===== src/rtl/edulent_pkg.sv =====
// Shared widths, opcode encoding and FSM states for the Edulent 8-bit accumulator CPU.
package edulent_pkg;

    localparam int DATA_W    = 8;
    localparam int ADDR_W    = 4;
    localparam int MEM_DEPTH = 1 << ADDR_W;

    // Opcodes B..E are unassigned and execute as NOP.
    typedef enum logic [3:0] {
        OP_NOP = 4'h0,
        OP_LDA = 4'h1,
        OP_ADD = 4'h2,
        OP_SUB = 4'h3,
        OP_STA = 4'h4,
        OP_LDI = 4'h5,
        OP_JMP = 4'h6,
        OP_JC  = 4'h7,
        OP_JZ  = 4'h8,
        OP_IN  = 4'h9,
        OP_OUT = 4'hA,
        OP_HLT = 4'hF
    } opcode_e;

    typedef enum logic [1:0] {
        ST_FETCH,
        ST_EXEC,
        ST_HALT
    } state_e;

endpackage


===== src/rtl/edulent_alu.sv =====
// Combinational add/subtract unit; subtract is A + ~B + 1 so carry-out means "no borrow".
module edulent_alu
    import edulent_pkg::*;
(
    input  logic [DATA_W-1:0] a,
    input  logic [DATA_W-1:0] b,
    input  logic              sub,
    output logic [DATA_W-1:0] y,
    output logic              c,
    output logic              z
);

    logic [DATA_W-1:0] b_op;
    logic [DATA_W:0]   sum;

    assign b_op = sub ? ~b : b;
    assign sum  = {1'b0, a} + {1'b0, b_op} + {{DATA_W{1'b0}}, sub};
    assign y    = sum[DATA_W-1:0];
    assign c    = sum[DATA_W];
    assign z    = (sum[DATA_W-1:0] == '0);

endmodule


===== src/rtl/edulent_top.sv =====
// Edulent CPU top: 16x8 unified memory, accumulator, C/Z flags and a two-cycle
// FETCH/EXEC sequencer with a terminal HALT state.
module edulent_top
    import edulent_pkg::*;
#(
    parameter string INIT_FILE = ""
) (
    input  logic              i_clk,
    input  logic              i_rstn,
    input  logic [DATA_W-1:0] i_in,
    output logic [DATA_W-1:0] o_out
);

    logic [DATA_W-1:0] mem [MEM_DEPTH];

    state_e            state;
    logic [ADDR_W-1:0] pc;
    logic [DATA_W-1:0] ir;
    logic [DATA_W-1:0] acc;
    logic              c_flag;
    logic              z_flag;

    opcode_e           op;
    logic [ADDR_W-1:0] arg;
    logic [ADDR_W-1:0] rd_addr;
    logic [DATA_W-1:0] mem_rd;
    logic              mem_we;

    logic [DATA_W-1:0] alu_y;
    logic              alu_c;
    logic              alu_z;

    assign op  = opcode_e'(ir[7:4]);
    assign arg = ir[ADDR_W-1:0];

    // A single read port serves both instruction fetch and operand access.
    assign rd_addr = (state == ST_FETCH) ? pc : arg;
    assign mem_rd  = mem[rd_addr];
    assign mem_we  = (state == ST_EXEC) && (op == OP_STA);

    edulent_alu u_alu (
        .a   (acc),
        .b   (mem_rd),
        .sub (op == OP_SUB),
        .y   (alu_y),
        .c   (alu_c),
        .z   (alu_z)
    );

    // NOTE: memory has no reset so it keeps its image across resets; gating the
    // write with i_rstn drops an STA that coincides with reset assertion.
    always_ff @(posedge i_clk) begin
        if (i_rstn && mem_we) begin
            mem[arg] <= acc;
        end
    end

    // NOTE: all state uses non-blocking assignments so every register samples
    // pre-edge values, independent of statement order.
    always_ff @(posedge i_clk or negedge i_rstn) begin
        if (!i_rstn) begin
            state  <= ST_FETCH;
            pc     <= '0;
            ir     <= '0;
            acc    <= '0;
            c_flag <= 1'b0;
            z_flag <= 1'b0;
            o_out  <= '0;
        end else begin
            case (state)
                ST_FETCH: begin
                    ir    <= mem_rd;
                    pc    <= pc + 1'b1;
                    state <= ST_EXEC;
                end
                ST_EXEC: begin
                    state <= ST_FETCH;
                    case (op)
                        OP_LDA: acc <= mem_rd;
                        OP_ADD, OP_SUB: begin
                            acc    <= alu_y;
                            c_flag <= alu_c;
                            z_flag <= alu_z;
                        end
                        OP_LDI: acc <= {{(DATA_W-ADDR_W){1'b0}}, arg};
                        OP_JMP: pc  <= arg;
                        OP_JC:  if (c_flag) pc <= arg;
                        OP_JZ:  if (z_flag) pc <= arg;
                        OP_IN:  acc   <= i_in;
                        OP_OUT: o_out <= acc;
                        OP_HLT: state <= ST_HALT;
                        default: ;
                    endcase
                end
                default: state <= ST_HALT;
            endcase
        end
    end

endmodule


===== config.mk =====
export PLATFORM = sky130hd
export DESIGN_NAME = edulent_top
export DESIGN_NICKNAME = d
export VERILOG_FILES = /design/src/rtl/edulent_pkg.sv /design/src/rtl/edulent_alu.sv /design/src/rtl/edulent_top.sv
export SDC_FILE = /design/constraint.sdc
export NUM_CORES = 1
export LEC_CHECK = 0
export CORE_UTILIZATION = 50
export CTS_CLUSTER_SIZE = 40
export DETAILED_ROUTE_END_ITERATION = 6
export DONT_BUFFER_PORTS = 1
export MAX_ROUTING_LAYER = met4
export PLACE_DENSITY_LB_ADDON = 0.12
export SYNTH_ARGS = -nofsm -noshare
export SYNTH_HDL_FRONTEND = slang
export SYNTH_HIERARCHICAL = 1
export SYNTH_SLANG_ARGS = --single-unit

===== constraint.sdc =====
create_clock -name i_clk -period 5.3 [get_ports i_clk]
set_input_delay 0.53 -clock i_clk [delete_from_list [all_inputs] [get_ports i_clk]]
set_output_delay 0.53 -clock i_clk [all_outputs]
set_load 0.01 [all_outputs]

== Word-level counts from Yosys, hierarchy flattened ==
Memory sizes are Yosys's and may differ from the RTL's.
Index checks and enable logic that the tools add are counted.
Storage, ports and cells
  bits in registers: 32
  bits in writable memories: 128
  bits of input ports: 10
  output and inout port bits: 8
  logic and storage cells: 49
  memories kept: 1
Memory list
  mem: words 16, width 8, read ports 1, clocked after Yosys merged registers in 0, write ports 1, line edulent_top.sv:14  | logic [DATA_W-1:0] mem [MEM_DEPTH];
Operators by class
  add/sub/neg operators: 3
  eq/ne operators: 15
  muxes and demuxes: 11
  bitwise gates (word level): 1
  reduce and logical (&&, ||, !) cells: 11
Operators by type and width (count)
  $pmux W8 S4: 1
  $eq A4 B3 Y1 const B: 4
  $eq A4 B4 Y1 const B: 4
  $mux W4: 3
  $pmux W4 S3: 1
  $add A8 B8 Y9: 1
  $add A9 B1 Y9: 1
  $eq A4 B2 Y1 const B: 2
  $logic_not A8 Y1: 1
  $mux W8: 1
  $not A8 Y8: 1
  $pmux W4 S2: 1
  $ne A3 B3 Y1 const B: 2
  $reduce_and A2 Y1: 3
  $add A4 B1 Y4 const B: 1
  $eq A4 B1 Y1 const B: 1
  $ne A4 B1 Y1 const B: 1
  $pmux W2 S2: 1
  $reduce_and A4 Y1: 1
  $reduce_bool A4 Y1: 1
  $eq A2 B1 Y1 const B: 1
  $logic_and A1 B1 Y1: 2
  $logic_not A2 Y1: 1
  $mux W1: 2
  other kinds (3): 3

== Depth between registers and ports, before layout ==
An unclocked memory read counts as a cell.
  depth after elaboration: 8
  depth in mapped cells: 19

== By module ==
Netlist, hierarchy kept.
Modules (own cells, without submodules)
  edulent_top: times used 1, cells each 659, area an instance 8398.1 µm², seq. area each 4644.5 µm²
  edulent_alu: times used 1, cells each 57, area an instance 437.9 µm², seq. area each 0.0 µm²

== Worst setup path after synthesis ==
Ideal clock, no wire load.
  kind: register -> register
  start: register pc[0]
  end: register acc[7]
  setup time: 136 ps
  data arrival time: 3594 ps
  data required time: 5164 ps
  setup slack: 1570 ps
  cell stages (with the launch flop): 17
  period minus slack after synthesis: 3730 ps
  cells stage by stage: dfrtp_1 -> clkbuf_1 -> buf_2 -> buf_2 -> mux2i_1 -> nor2_1 -> o32a_2 -> nand3_1 -> o21ai_0 -> xor2_1 -> ha_1 -> a21o_1 -> a21o_1 -> a211o_1 -> a221o_1 -> a221oi_1 -> a31oi_1
Between the ends
  longest elaborated chain between the ends: 7
RTL lines
  start: declaration: line edulent_top.sv:17  | logic [ADDR_W-1:0] pc;
  start signal: assignment: line edulent_top.sv:73  | pc <= pc + 1'b1;
  start signal: assignment: line edulent_top.sv:86  | OP_JMP: pc <= arg;
  start signal: assignment: line edulent_top.sv:87  | OP_JC: if (c_flag) pc <= arg;
  $mux W4 *: line edulent_top.sv:37  | assign rd_addr = (state == ST_FETCH) ? pc : arg;
  $mem_v2 Z16 W8 *
  via mem_rd[4]: line edulent_top.sv:26  | logic [DATA_W-1:0] mem_rd;
  $not A8 Y8: line edulent_alu.sv:16  | assign b_op = sub ? ~b : b;
  $mux W8 *: line edulent_alu.sv:16
  $add A8 B8 Y9 *: line edulent_alu.sv:17  | assign sum = {1'b0, a} + {1'b0, b_op} + {{DATA_W{1'b0}}, sub};
  $add A9 B1 Y9 *: line edulent_alu.sv:17
  via alu_y[7]: line edulent_top.sv:29  | logic [DATA_W-1:0] alu_y;
  $pmux W8 S4 *: line edulent_top.sv:78  | case (op)
  end signal: assignment: line edulent_top.sv:79  | OP_LDA: acc <= mem_rd;
  end signal: assignment: line edulent_top.sv:81  | acc <= alu_y;
  end signal: assignment: line edulent_top.sv:85  | OP_LDI: acc <= {{(DATA_W-ADDR_W){1'b0}}, arg};
  end: declaration: line edulent_top.sv:19  | logic [DATA_W-1:0] acc;
Mark *: on every way through the listed nets, which the timed path passes. The rest lies on a longest branch.
A chain may end at the register's enable or synchronous reset.

== Worst setup path after layout ==
  start: register ir[2]
  end: register z_flag
Between the ends
  longest elaborated chain between the ends: 7
RTL lines
  start: declaration: line edulent_top.sv:18  | logic [DATA_W-1:0] ir;
  start signal: assignment: line edulent_top.sv:72  | ir <= mem_rd;
  $mux W4 *: line edulent_top.sv:37
  $mem_v2 Z16 W8 *
  via mem_rd[4]: line edulent_top.sv:26
  $not A8 Y8: line edulent_alu.sv:16
  $mux W8 *: line edulent_alu.sv:16
  $add A8 B8 Y9 *: line edulent_alu.sv:17
  $add A9 B1 Y9 *: line edulent_alu.sv:17
  via alu_y[7]: line edulent_top.sv:29
  $logic_not A8 Y1 *: line edulent_alu.sv:20  | assign z = (sum[DATA_W-1:0] == '0);
  via alu_z: line edulent_top.sv:31  | logic alu_z;
  end signal: assignment: line edulent_top.sv:83  | z_flag <= alu_z;
  end: declaration: line edulent_top.sv:21  | logic z_flag;
Marked as above.

==> metrics.log <==
[metrics] number of failing hold endpoints at the final stage: 0
[metrics] crit-path cells: inv_1 -> a31oi_2 -> o32a_1 -> nand3_1 -> o21ai_0 -> xor2_1 -> ha_1 -> a21o_1 -> a21o_1 -> a211o_1 -> a221o_1 -> nor4b_2 -> mux2_2
[metrics] maximum ir drop on the vdd rail: 224.9 uV
[metrics] post-CTS setup buffer count: 0
[metrics] Clock Pin Slew Worst Setup and Hold Paths: about 0.06 ns
[metrics] # IOs: 18
[metrics] post-cts hold buffer count: 2
[metrics] largest net degree at the start of global routing: 63
[metrics] outcome: finished, final reports clean
[metrics] maximum net fanout on the critical path: 16
[metrics] Pwr per Cell Area: around 280 nW/um2
[metrics] DRC violations left: 0
[metrics] antenna violations before repair: 0
[metrics] Num CTS Buffers: 17
[metrics] share of post-route cells with drive strength above 1: between 10% and 20%
[metrics] minimum period implied by the final worst setup slack: between 4 and 5 ns
[metrics] gate family responsible for the most delay along the worst path: compound AO/OA/AOI/OAI gates
[metrics] weighted congestion reported at the end of routability-driven placement: approximately 0.98
[metrics] Worst slew margin: 12.29%
[metrics] Synth Warn #: 6
[metrics] post-synthesis cell count: slightly above 700
[metrics] total internal power: between 2 and 2.5 mW
[metrics] count of nets left with antenna violations after detail routing: 0
[metrics] number of buffer cells added on primary ports: 0
[metrics] Row Count: 48
[metrics] GRT overflow: 0
[metrics] most common cell after layout, fill and taps aside: mux2i_1
[metrics] buffer depth of the longest clock path: 2
[metrics] Core Area: around 17000 um2
[metrics] clock root buffer: clkbuf_16
[metrics] clock tree from TritonCTS: built
[metrics] syn avg cell area: roughly 12 um2
[metrics] sequential share of the synthesized area: around 53%
[metrics] slowest cell on the critical path: a31oi_2
[metrics] Routed WL: roughly 22000 um
[metrics] actual transition at the worst max-transition pin: between 1 and 1.5 ns
[metrics] CP Data Required Time: 5.68 ns
[metrics] mapped cell area: around 9000 um2
[metrics] Sw Share: approximately a fifth
[metrics] average wire per cell in the routed design: 23.86 um
[metrics] kind of launch point of the worst setup path: register
[metrics] count of distinct cell types in the synthesized netlist: 63
[metrics] share of the synthesized area in the top cell type: between 40% and 50%
[metrics] final number of setup-violating endpoints: 0
[metrics] Synth async-reset ratio: between 20% and 30%
[metrics] number of max-cap violations: 0
[metrics] EDFF count, synth: 128
[metrics] critical path endpoint category: register
[metrics] growth of design area from synthesis to finish: 8.199%
[metrics] share of the clock period used by the worst path: between 80 and 90%
[metrics] critical path type: register to register
[metrics] Leak Pwr: around 4.1 nW
[metrics] Post-Route Hold Slack: between 0.3 and 0.4 ns
[metrics] clock insertion delay at the later pin of the skew report: ~0.44 ns
[metrics] starting utilization of the core area: between 50 and 60%
[metrics] Net Count, Synth: 735
[metrics] proportion of power drawn by flip-flops and latches: between 50% and 60%
[metrics] CTS H-Tree Depth: 4
[metrics] largest stage delay on the critical path: just over 0.9 ns
[metrics] first-iteration detailed-routing DRC count: a little under 600
[metrics] unrepaired setup endpoints after global routing: no
[metrics] most used flip-flop cell after synthesis: edfxtp_1
[metrics] GRT Util Overall: a little over a quarter
[metrics] Slew Limit Fails: 0
[metrics] largest area contributor in the synthesized netlist: edfxtp_1
[metrics] width of the chip: around 130 um
[metrics] critical path buffer and inverter count: 1
[metrics] cell types occupying the most area after synthesis: edfxtp_1 44%, mux2i_1 18%, dfrtp_1 9.1%
[metrics] vias: approximately 6000
[metrics] Fmax: 0.2160 GHz
[metrics] vias in the first global route: slightly above 6000
[metrics] cell repeated most along the worst path: a21o_1
[metrics] signal arrival time at the worst endpoint: roughly 5 ns
[metrics] Hold WC Path Type: input pin to register
[metrics] share of power burned in the clock network: 49.1%
[metrics] Die H: 134.9 um
[metrics] HPWL reported at the end of detailed placement: 15140 um
[metrics] most frequent cells in the layout: 160 x mux2i_1, 128 x edfxtp_1, 91 x nor2_1, 30 x nand3_1, 30 x dfrtp_1
[metrics] # resized after CTS: 0
[metrics] Post-layout nets: between 700 and 800
[metrics] Antenna Cells: 0
[metrics] first-pass GRT wire length: 34390 um
[metrics] proportion of power drawn by combinational gates: less than 1%
[metrics] flip-flop and latch count after synthesis: 160
[metrics] worst clock skew: approximately 0.010 ns
[metrics] sum of negative setup slack: 0 ns
[metrics] clock sink total: 160
[metrics] routed vias/inst: 6.295
[metrics] first drt pass iteration count: 5
[metrics] floorplan die area: about 18000 um2
[metrics] sw power: ~0.52 mW
cells by family after synthesis:
kind of cell | count (synthesis) | synth area share, %
mux | 172 | 19.68
compound gates | 97 | 9.742
fa+ha+maj | 9 | 1.359
flops | 160 | 52.56
xor+xnor | 13 | 1.289
buf+inv | 57 | 4.007
simple gates | 208 | 11.36
per-stage QoR:
step	worst slack [ns]	power [mW]	util (%)	area, um2	instances
2_1_floorplan	1.570	1.367	-	8836	716
4_1_cts	0.7170	2.654	55.27	9560	939
3_5_place_dp	0.7438	1.367	51.53	8912	905
6_report	0.6708	2.649	55.27	9560	939
3_3_place_gp	0.7873	1.367	51.53	8912	905
5_1_grt	0.4033	2.705	55.27	9560	939
registers in the layout (all words and copies together), names as in the netlist:
register,flops
c_flag,1
acc,8
pc,4
z_flag,1
o_out,8
state,2
mem,128
ir,8
layout make-up:
class | count | area (um2)
clock buffer | 19 | 432.9
clock inverter | 13 | 185.2
fill | 1456 | 7736
inverter | 8 | 31.28
multi-input combinational | 499 | 3837
sequential | 160 | 4652
tap | 225 | 281.5
timing repair buffer | 15 | 140.1
worst paths after layout:
check                      slack [ns]                  to  cells after the start                from
setup / recovery                 0.67  z_flag$_DFFE_PN0P_                     13   ir[2]$_DFFE_PN0P_
max in group asynchronous        4.54   ir[0]$_DFFE_PN0P_                      2              i_rstn
hold reg to reg                  0.53  z_flag$_DFFE_PN0P_                      1  z_flag$_DFFE_PN0P_
min in group asynchronous        0.56  c_flag$_DFFE_PN0P_                      2              i_rstn
hold / removal                   0.31  acc[6]$_DFFE_PN0P_                      2             i_in[6]
setup reg to reg                 0.67  z_flag$_DFFE_PN0P_                     13   ir[2]$_DFFE_PN0P_
power groups by stage:
stage	logic [mW]	clock network, mW	registers (mW)
after floorplan	0.000438	0	1.37
after global placement	0.000438	0	1.37
after detailed placement	0.000438	0	1.37
after CTS	0.00799	1.31	1.34
after global routing	0.00878	1.36	1.34
final	0.00780	1.30	1.34
metal layers:
metal  GRT usage [%]  share of wire, %  up-vias
li1                -                 -     2708
met3           5.068               5.1       57
met2           42.47                48      179
met4           13.17               3.7        0
met5               -                 0        -
met1           33.19                43     2967
worst reg2reg max path, stage by stage (launching register included):
cell and delay (ns):
dfrtp_1 0.78, inv_1 0.23, a31oi_2 0.92, o32a_1 0.39
nand3_1 0.11, o21ai_0 0.14, xor2_1 0.18, ha_1 0.30
a21o_1 0.21, a21o_1 0.19, a211o_1 0.29, a221o_1 0.36
nor4b_2 0.29, mux2_2 0.19
cells in the mapped netlist, drive strengths merged, types with 11 or more instances:
library cell and instances:
edfxtp 128, xor2 11, nand2 27, nand3 30, o32a 20, clkbuf 13
mux2i 161, nor3 14, mux2 11, buf 36, nor2 92, o32ai 16
a31oi 14, dfrtp 32, nor3b 11
No activity file was read; power rests on OpenSTA's default activity.
